==> config.mk <==
export PLATFORM = sky130hd
export DESIGN_NAME = pc_fetch_unit_flat
export DESIGN_NICKNAME = d
export VERILOG_FILES = /design/src/rtl/pc_fetch_unit_if.sv /design/src/rtl/pc_fetch_unit.sv /design/src/flat_wrapper.sv
export SDC_FILE = /design/constraint.sdc
export NUM_CORES = 1
export LEC_CHECK = 0
export ABC_AREA = 1
export CORE_AREA = 2 2 141 143
export CTS_CLUSTER_SIZE = 16
export DETAILED_ROUTE_END_ITERATION = 10
export DIE_AREA = 0 0 143 145
export GPL_TIMING_DRIVEN = 0
export PLACE_DENSITY = 0.75
export SYNTH_ARGS = -nofsm -noshare
export SYNTH_HDL_FRONTEND = slang
export SYNTH_SLANG_ARGS = --single-unit
==> constraint.sdc <==
create_clock -name CLK -period 2.1 [get_ports CLK]
set_clock_uncertainty 0.2 [all_clocks]
set_input_delay 0.21 -clock CLK [delete_from_list [all_inputs] [get_ports CLK]]
set_output_delay 0.21 -clock CLK [all_outputs]
set_load 0.02 [all_outputs]
==> src/rtl/pc_fetch_unit_if.sv <==
// Fetch-stage bus: decoder/regfile inputs and PC/status outputs.
// PC_SINGLE_STEP_EN adds the StepMode/StepReq controls.
interface pc_fetch_unit_if #(
    parameter int ADDR_W = 8,
    parameter int CNT_W  = 16
);
    logic              Stall;
    logic [1:0]        PCSrc;
    logic [31:0]       Imm;
    logic [31:0]       RS1Data;
    logic [31:0]       IDataIn;
    logic [ADDR_W-1:0] IAddr;
    logic [31:0]       PC;
    logic [31:0]       PCPlus4;
    logic              InstValid;
    logic              Halted;
    logic              MisalignErr;
    logic [CNT_W-1:0]  InstCount;
`ifdef PC_SINGLE_STEP_EN
    logic              StepMode;
    logic              StepReq;
`endif

    modport master (
        output Stall, PCSrc, Imm, RS1Data, IDataIn,
`ifdef PC_SINGLE_STEP_EN
        output StepMode, StepReq,
`endif
        input  IAddr, PC, PCPlus4, InstValid, Halted,
        input  MisalignErr, InstCount
    );

    modport slave (
        input  Stall, PCSrc, Imm, RS1Data, IDataIn,
`ifdef PC_SINGLE_STEP_EN
        input  StepMode, StepReq,
`endif
        output IAddr, PC, PCPlus4, InstValid, Halted,
        output MisalignErr, InstCount
    );
endinterface

==> src/rtl/pc_fetch_unit.sv <==
// PC / fetch control: next-PC select, ECALL halt, misalign trap, retire count.
// Optional single-step gating when PC_SINGLE_STEP_EN is defined.
module pc_fetch_unit #(
    parameter logic [31:0] RESET_PC = 32'h0000_0000,
    parameter int          ADDR_W   = 8,
    parameter int          CNT_W    = 16
) (
    input logic               CLK,
    input logic               Reset,
    pc_fetch_unit_if.slave    bus
);
    typedef enum logic [1:0] {RUN, HALT, ERR} state_t;

    state_t             state_q;
    logic [31:0]        pc_q;
    logic [31:0]        pc_d;
    logic [CNT_W-1:0]   cnt_q;
    logic [CNT_W-1:0]   cnt_d;
    logic               valid_q;
    logic               halt_q;
    logic               err_q;
    logic               is_ecall;
    logic               misal;
    logic               adv;
    logic [31:0]        jalr_sum;

    assign jalr_sum = bus.RS1Data + bus.Imm;

    always_comb begin
        pc_d = pc_q + 32'd4;
        case (bus.PCSrc)
            2'b01, 2'b10: pc_d = pc_q + bus.Imm;
            2'b11:        pc_d = {jalr_sum[31:1], 1'b0};
            default:      pc_d = pc_q + 32'd4;
        endcase
    end

    assign is_ecall = (bus.IDataIn[6:0] == 7'b1110011)
                   && (bus.IDataIn[14:12] == 3'b000)
                   && (bus.IDataIn[31:20] == 12'h000);
    assign misal = (pc_d[1:0] != 2'b00);
    assign cnt_d = (&cnt_q) ? cnt_q : cnt_q + 1'b1;

`ifdef PC_SINGLE_STEP_EN
    logic step_q;

    always_ff @(posedge CLK) begin
        if (!Reset) step_q <= 1'b0;
        else        step_q <= bus.StepReq;
    end

    // In step mode only a fresh StepReq rising edge lets the PC move.
    assign adv = !bus.Stall
              && (!bus.StepMode || (bus.StepReq && !step_q));
`else
    assign adv = !bus.Stall;
`endif

    always_ff @(posedge CLK) begin
        if (!Reset) begin
            state_q <= RUN;
            pc_q    <= RESET_PC;
            cnt_q   <= '0;
            valid_q <= 1'b1;
            halt_q  <= 1'b0;
            err_q   <= 1'b0;
        end else begin
            case (state_q)
                RUN: begin
                    if (adv) begin
                        if (is_ecall) begin
                            state_q <= HALT;
                            cnt_q   <= cnt_d;
                            valid_q <= 1'b0;
                            halt_q  <= 1'b1;
                        end else if (misal) begin
                            state_q <= ERR;
                            valid_q <= 1'b0;
                            err_q   <= 1'b1;
                        end else begin
                            pc_q  <= pc_d;
                            cnt_q <= cnt_d;
                        end
                    end
                end
                HALT, ERR: begin
                    state_q <= state_q;
                end
                default: begin
                    state_q <= ERR;
                    valid_q <= 1'b0;
                    err_q   <= 1'b1;
                end
            endcase
        end
    end

    assign bus.IAddr       = pc_q[ADDR_W-1:0];
    assign bus.PC          = pc_q;
    assign bus.PCPlus4     = pc_q + 32'd4;
    assign bus.InstValid   = valid_q;
    assign bus.Halted      = halt_q;
    assign bus.MisalignErr = err_q;
    assign bus.InstCount   = cnt_q;
endmodule

==> src/flat_wrapper.sv <==
// flat-port wrapper written by rule: the top's interface ports become plain ports
module pc_fetch_unit_flat 
#(
    parameter logic [31:0] RESET_PC = 32'h0000_0000,
    parameter int          ADDR_W   = 8,
    parameter int          CNT_W    = 16
)
  (CLK, Reset, bus_Stall, bus_PCSrc, bus_Imm, bus_RS1Data, bus_IDataIn, bus_IAddr, bus_PC, bus_PCPlus4, bus_InstValid, bus_Halted, bus_MisalignErr, bus_InstCount);
  pc_fetch_unit_if #(.ADDR_W(ADDR_W), .CNT_W(CNT_W)) bus_i ();
  input logic CLK;
  input logic Reset;
  input wire logic [$bits(bus_i.Stall)-1:0] bus_Stall;
  input wire logic [$bits(bus_i.PCSrc)-1:0] bus_PCSrc;
  input wire logic [$bits(bus_i.Imm)-1:0] bus_Imm;
  input wire logic [$bits(bus_i.RS1Data)-1:0] bus_RS1Data;
  input wire logic [$bits(bus_i.IDataIn)-1:0] bus_IDataIn;
  output wire logic [$bits(bus_i.IAddr)-1:0] bus_IAddr;
  output wire logic [$bits(bus_i.PC)-1:0] bus_PC;
  output wire logic [$bits(bus_i.PCPlus4)-1:0] bus_PCPlus4;
  output wire logic [$bits(bus_i.InstValid)-1:0] bus_InstValid;
  output wire logic [$bits(bus_i.Halted)-1:0] bus_Halted;
  output wire logic [$bits(bus_i.MisalignErr)-1:0] bus_MisalignErr;
  output wire logic [$bits(bus_i.InstCount)-1:0] bus_InstCount;
  assign bus_i.Stall = bus_Stall;
  assign bus_i.PCSrc = bus_PCSrc;
  assign bus_i.Imm = bus_Imm;
  assign bus_i.RS1Data = bus_RS1Data;
  assign bus_i.IDataIn = bus_IDataIn;
  assign bus_IAddr = bus_i.IAddr;
  assign bus_PC = bus_i.PC;
  assign bus_PCPlus4 = bus_i.PCPlus4;
  assign bus_InstValid = bus_i.InstValid;
  assign bus_Halted = bus_i.Halted;
  assign bus_MisalignErr = bus_i.MisalignErr;
  assign bus_InstCount = bus_i.InstCount;
  pc_fetch_unit #(.RESET_PC(RESET_PC), .ADDR_W(ADDR_W), .CNT_W(CNT_W)) u_core (.CLK(CLK), .Reset(Reset), .bus(bus_i));
endmodule
Yosys cells after proc, flatten, opt, wreduce, memory -nomap -nowiden. Cells that the tools add are included.

Add/sub/neg operators: 4. Multipliers: 0. Div/mod/pow operators: 0. Order comparisons: 0. Equality and inequality tests: 11. Shift operators: 0. Muxes and demuxes: 16. Bitwise logic cells: 4. Reduce and logical (&&, ||, !) cells: 14.

Operators with widths (number): adder 32 bit (2); case mux 32 bit (2 select lines) (1); two-way mux 16 bit (3); adder 32 x 3 -> 32 bit, second input constant (1); adder 16 x 1 -> 16 bit, second input constant (1); AND reduction 16 bit (1); zero test 12 bit (1); AND reduction 3 bit (3); AND reduction 4 bit (2); == test 7 bit, second input constant (1); == test 2 bit, second input constant (3); two-way mux 1 bit (6); two-way mux 2 bit (3); == test 2 x 1 -> 1 bit, second input constant (2); != test 2 x 1 -> 1 bit, second input constant (2); != test 2 bit, second input constant (2); inverter 1 bit (4); case mux 1 bit (2 select lines) (2); case mux 2 bit (2 select lines) (1); OR reduction 2 bit (2); zero test 3 bit (1); != test 3 x 1 -> 1 bit, second input constant (1); logical AND 1 bit (2); zero test 2 bit (1); nonzero test 2 bit (1).

Register bits: 53. Latch bits: 0. RAM bits: 0. Memory bits (read-only): 0. Bits of input ports: 101. Output and inout port bits: 91. Word-level logic and storage cells: 55. Memories kept: 0.

Longest topological paths before layout.
Depth in word-level cells: 8. Depth in mapped cells: 16. Gate-level depth less buffers: 16.

Worst setup path after synthesis. No wires, ideal clock.

Path type: reg2reg. Start point: reg u_core.pc_q[0] (netlist: u_core.bus.PC[0]). End point: reg u_core.pc_q[26] (netlist: u_core.bus.PC[26]). Data arrival time: 2.184 ns. Required time: 1.832 ns. Slack: -0.352 ns. Stages on the path, launching flop included: 16. Path buffers: 2. Cells stage by stage: dfxtp_1 > ha_1 > inv_1 > fa_1 > o22ai_1 > nand2_1 > o211ai_1 > nor2_2 > nand2_2 > nor2_4 > buf_6 > buf_8 > nand2_1 > inv_1 > nand2_1 > a21oi_2.

Longest elaborated chain between the ends: 5. Elaborated cells on any way between the ends: 6. Classes of those cells: add/sub (2); mux (1); bitwise (1); reduce/logical (2).

Ends and longest elaborated chain: start: declaration (line pc_fetch_unit.sv:15) `logic [31:0] pc_q;`; start signal: assignment (line pc_fetch_unit.sv:81) `pc_q <= pc_d;`; adder 32 x 3 -> 32 bit or adder 32 bit (tied branches); case mux 32 bit (2 select lines) * (line pc_fetch_unit.sv:31) `case (bus.PCSrc)`; nonzero test 2 bit (line pc_fetch_unit.sv:41) `assign misal = (pc_d[1:0] != 2'b00);`; inverter 1 bit (no line); AND reduction 4 bit (no line).

Mark *: on every way between the ends. The rest lies on a longest branch, timed or not. A chain may end at the register's enable or synchronous reset.

Worst setup path in the final report.
Start point: reg u_core.pc_q[23] (netlist: u_core.bus.PC[23]). End point: out bus_PCPlus4[28].

Longest elaborated chain between the ends: 1.

Ends and longest elaborated chain: adder 32 x 3 -> 32 bit; end: declaration (line flat_wrapper.sv:19) `output wire logic [$bits(bus_i.PCPlus4)-1:0] bus_PCPlus4;`.

No other way between the ends.

==> flow_summary.ini <==
[min_path]
hold_class = flop to flop

[critical_path]
cpPeakStageDelay_ns = 0.45
crit_family = simple AND/OR/NAND/NOR gates
cp_max_fo = 6
crit_path_end_kind = output port
cp_data_required_time_ns = 1.69
critPathKind = flop to output port
cp_num_buf_inv = 2
cp_common_cell = nand2_1
start_kind = flop
cp.arrival_ns = 2.27
worstPathCellList = nand2_1, inv_1, nand3_1, nor2_1, nand3_1, nor3_1, nand2_1, nand2_1, clkdlybuf4s15_2
critPathSlowestCell = dfxtp_2

[run_status]
violations = negative setup slack
outcome = finished with violations

[power]
ir_drop_mv = 0.587
cellLeakagePower_nw = 6.57
power.density_nw_per_um2 = 570

[detailed_routing]
drt-wirelength-per-cell_um = 17.1
routed_wl_mm = 36.9
top_layer_used = met4
dr.pass1.iters = 7
via_per_inst = 5.33
ant_nets = 0
m1WireLength_mm = 15.0
drc = 0
route.met2.wl_mm = 17.1
wl_met3_mm = 3.11
vias = 11500
drt_iter0_drc = 910

[logic_synthesis]
ys_warn_count = 0
synth.most_common_cell = nand2_1
ys_seq_area_share_pct = 12.5
synthTopCellsByCount = 602 x nand2_1, 288 x inv_1, 139 x nand3_1
synth_cells = 1622
netlist_area_um2 = 8520
async_reset_ff_share_pct = 0
synth_top_area_cell = nand2_1
syn_nets = 1792
synthTopCellsByArea = nand2_1 27%, inv_1 13%, dfxtp_1 12%
synth.ff_latch_count = 53
synth_edf_count = 0
synthDistinctLibCells = 41
yosysTopAreaCellShare_pct = 26.5
synth_ff_type = dfxtp_1
syn_area_per_cell_um2 = 5.25

[placement]
portBuffers = 181
placed_cells = 2068
place_hpwl_mm = 27.5
gp_congestion = 0.977

[floorplan]
core_area_um2 = 19200
start_util_pct = 44.4
die_h_um = 145
dieWidth_um = 143
rows = 51
die_area_um2 = 20700
io_pins = 192

[global_routing]
grt_pass1_vias = 10500
antenna_found_initial = 0
grt_pass1_wl_mm = 52.7
gr-total-overflow = 0
grt_start_max_net_pins = 19
grt.total_usage_pct = 32.2

[finish]
fin_nets = 2063
fillCellCount = 1686
diodes = 0
drive_gt1_share_pct = 18.6
finalNonFillerCells = 2159
area_growth_pct = 48.7

[timing]
finalHoldViolCount = 0
min_period_ns = 2.68
rsz0062_at_grt = true
relSlewSlack_pct = 42.7
finalCritPeriodShare_pct = 128
worst_slew_pin_slew_ns = 0.859
setup_tns_ns = -29.14
setup_viol = 77
finalWorstSetupSlack_ns = -0.584
maxSlewViolCount = 0
max_freq_mhz = 373

[clocking]
clk_pin_slew_worst_paths_ns = 0.08
clockBufferDepth = 2
cts_hold_buf = 0
numCtsBuffers = 5
insertion_delay_ns = 0.30
cts.sinks = 53
cts_tree = done
root_buffer = clkbuf_16
htree_levels = 2

[run]
drv_cap = 0
[cell type report]
class	instances	area (um2)	share of cell area [%]
flip-flops and latches	53	1150	9.05
clock inverters	3	25.0	0.198
repair buffers	264	2550	20.2
clock buffers	5	125	0.988
inverters	293	1110	8.76
multi-input cells	1241	7120	56.2
plain buffers	35	253	2.00
well taps	265	332	2.62
[sequential cells by signal, indices dropped and copies added, names as in the netlist]
| register | cells |
|---|---|
| u_core.bus.InstCount | 16 |
| u_core.state_q | 2 |
| u_core.bus.Halted | 1 |
| u_core.bus.PC | 32 |
| u_core.bus.MisalignErr | 1 |
| u_core.bus.InstValid | 1 |
[kinds of logic (layout without fill, tap and decap cells)]
group / count (synthesis) / after routing / share of synthesized area, %
AOI/OAI and AO/OA: 175 / 175 / 10.9
xor gates and xnor gates: 36 / 36 / 3.70
adders and majority gates: 69 / 69 / 10.3
buffers and inverters: 328 / 600 / 15.3
DFF: 53 / 53 / 12.5
and+or+nand+nor: 961 / 961 / 47.3
[what timing repair did]
action	4_1_cts	5_1_grt
gates resized for setup	283	136
setup endpoints to repair	80	78
gates cloned	3	1
buffers inserted	48	34
pin swaps	32	41
[stage by stage]
stage | total power, W | hold WS (ns) | worst slack [ns] | utilization [%] | instance area, um2
4_1_cts | 0.00662 | 0.263 | -0.578 | 61.8 | 11900
5_1_grt | 0.00765 | 0.287 | -0.675 | 66.0 | 12700
2_1_floorplan | 0.00389 | 0.148 | -0.165 | - | 8670
3_5_place_dp | 0.00535 | 0.248 | -1.14 | 56.3 | 10800
3_3_place_gp | 0.00530 | 0.244 | -1.08 | 56.3 | 10800
6_report | 0.00722 | 0.263 | -0.584 | 66.0 | 12700
[power by group]
part	switching (W)	internal, W
clock network	0.000426	0.000453
registers	0.000315	0.00118
logic	0.00282	0.00203
total	0.00356	0.00366
[layout by cell type (no fill, tap or decap), drive strengths merged, types with 3 or more instances in the layout]
cell type / synthesis / routed
buf: 22 / 128
or2: 10 / 10
nand3: 139 / 139
and2: 7 / 7
a21oi: 108 / 108
nor3: 29 / 29
inv: 292 / 294
nor4: 7 / 7
nor2: 130 / 130
o21bai: 4 / 4
xor2: 20 / 20
nand4: 13 / 13
clkbuf: 13 / 20
dfxtp: 53 / 53
o211ai: 3 / 3
and3: 5 / 5
nand3b: 12 / 12
ha: 67 / 67
dlygate4sd2: 0 / 4
nor3b: 4 / 4
clkdlybuf4s50: 0 / 148
xnor2: 16 / 16
o21ai: 55 / 55
nand2: 605 / 605
[tightest hold or removal path, cell delays in order, from the launching register on]
cell and delay, ns:
dfxtp_1 0.32, inv_1 0.05, a21oi_1 0.05
[worst paths after layout]
kind | startpoint | endpoint | slack (ns) | cells past startpoint
setup / recovery | u_core.bus.PC[23]$_SDFFE_PN0P_ | bus_PCPlus4[28] | -0.58 | 9
hold / removal | u_core.bus.MisalignErr$_SDFFE_PN0P_ | u_core.bus.MisalignErr$_SDFFE_PN0P_ | 0.26 | 2
setup reg to reg | u_core.bus.PC[0]$_SDFFE_PN0P_ | u_core.bus.PC[3]$_SDFFE_PN0P_ | -0.56 | 14
hold reg to reg | u_core.bus.MisalignErr$_SDFFE_PN0P_ | u_core.bus.MisalignErr$_SDFFE_PN0P_ | 0.26 | 2
[layer usage]
layer,GRT usage [%],vias up
li1,-,5626
met1,41.3,5135
met2,54.9,601
met3,3.47,137
met4,12.7,0
met5,0,-
No activity file was read; power rests on OpenSTA's default activity.
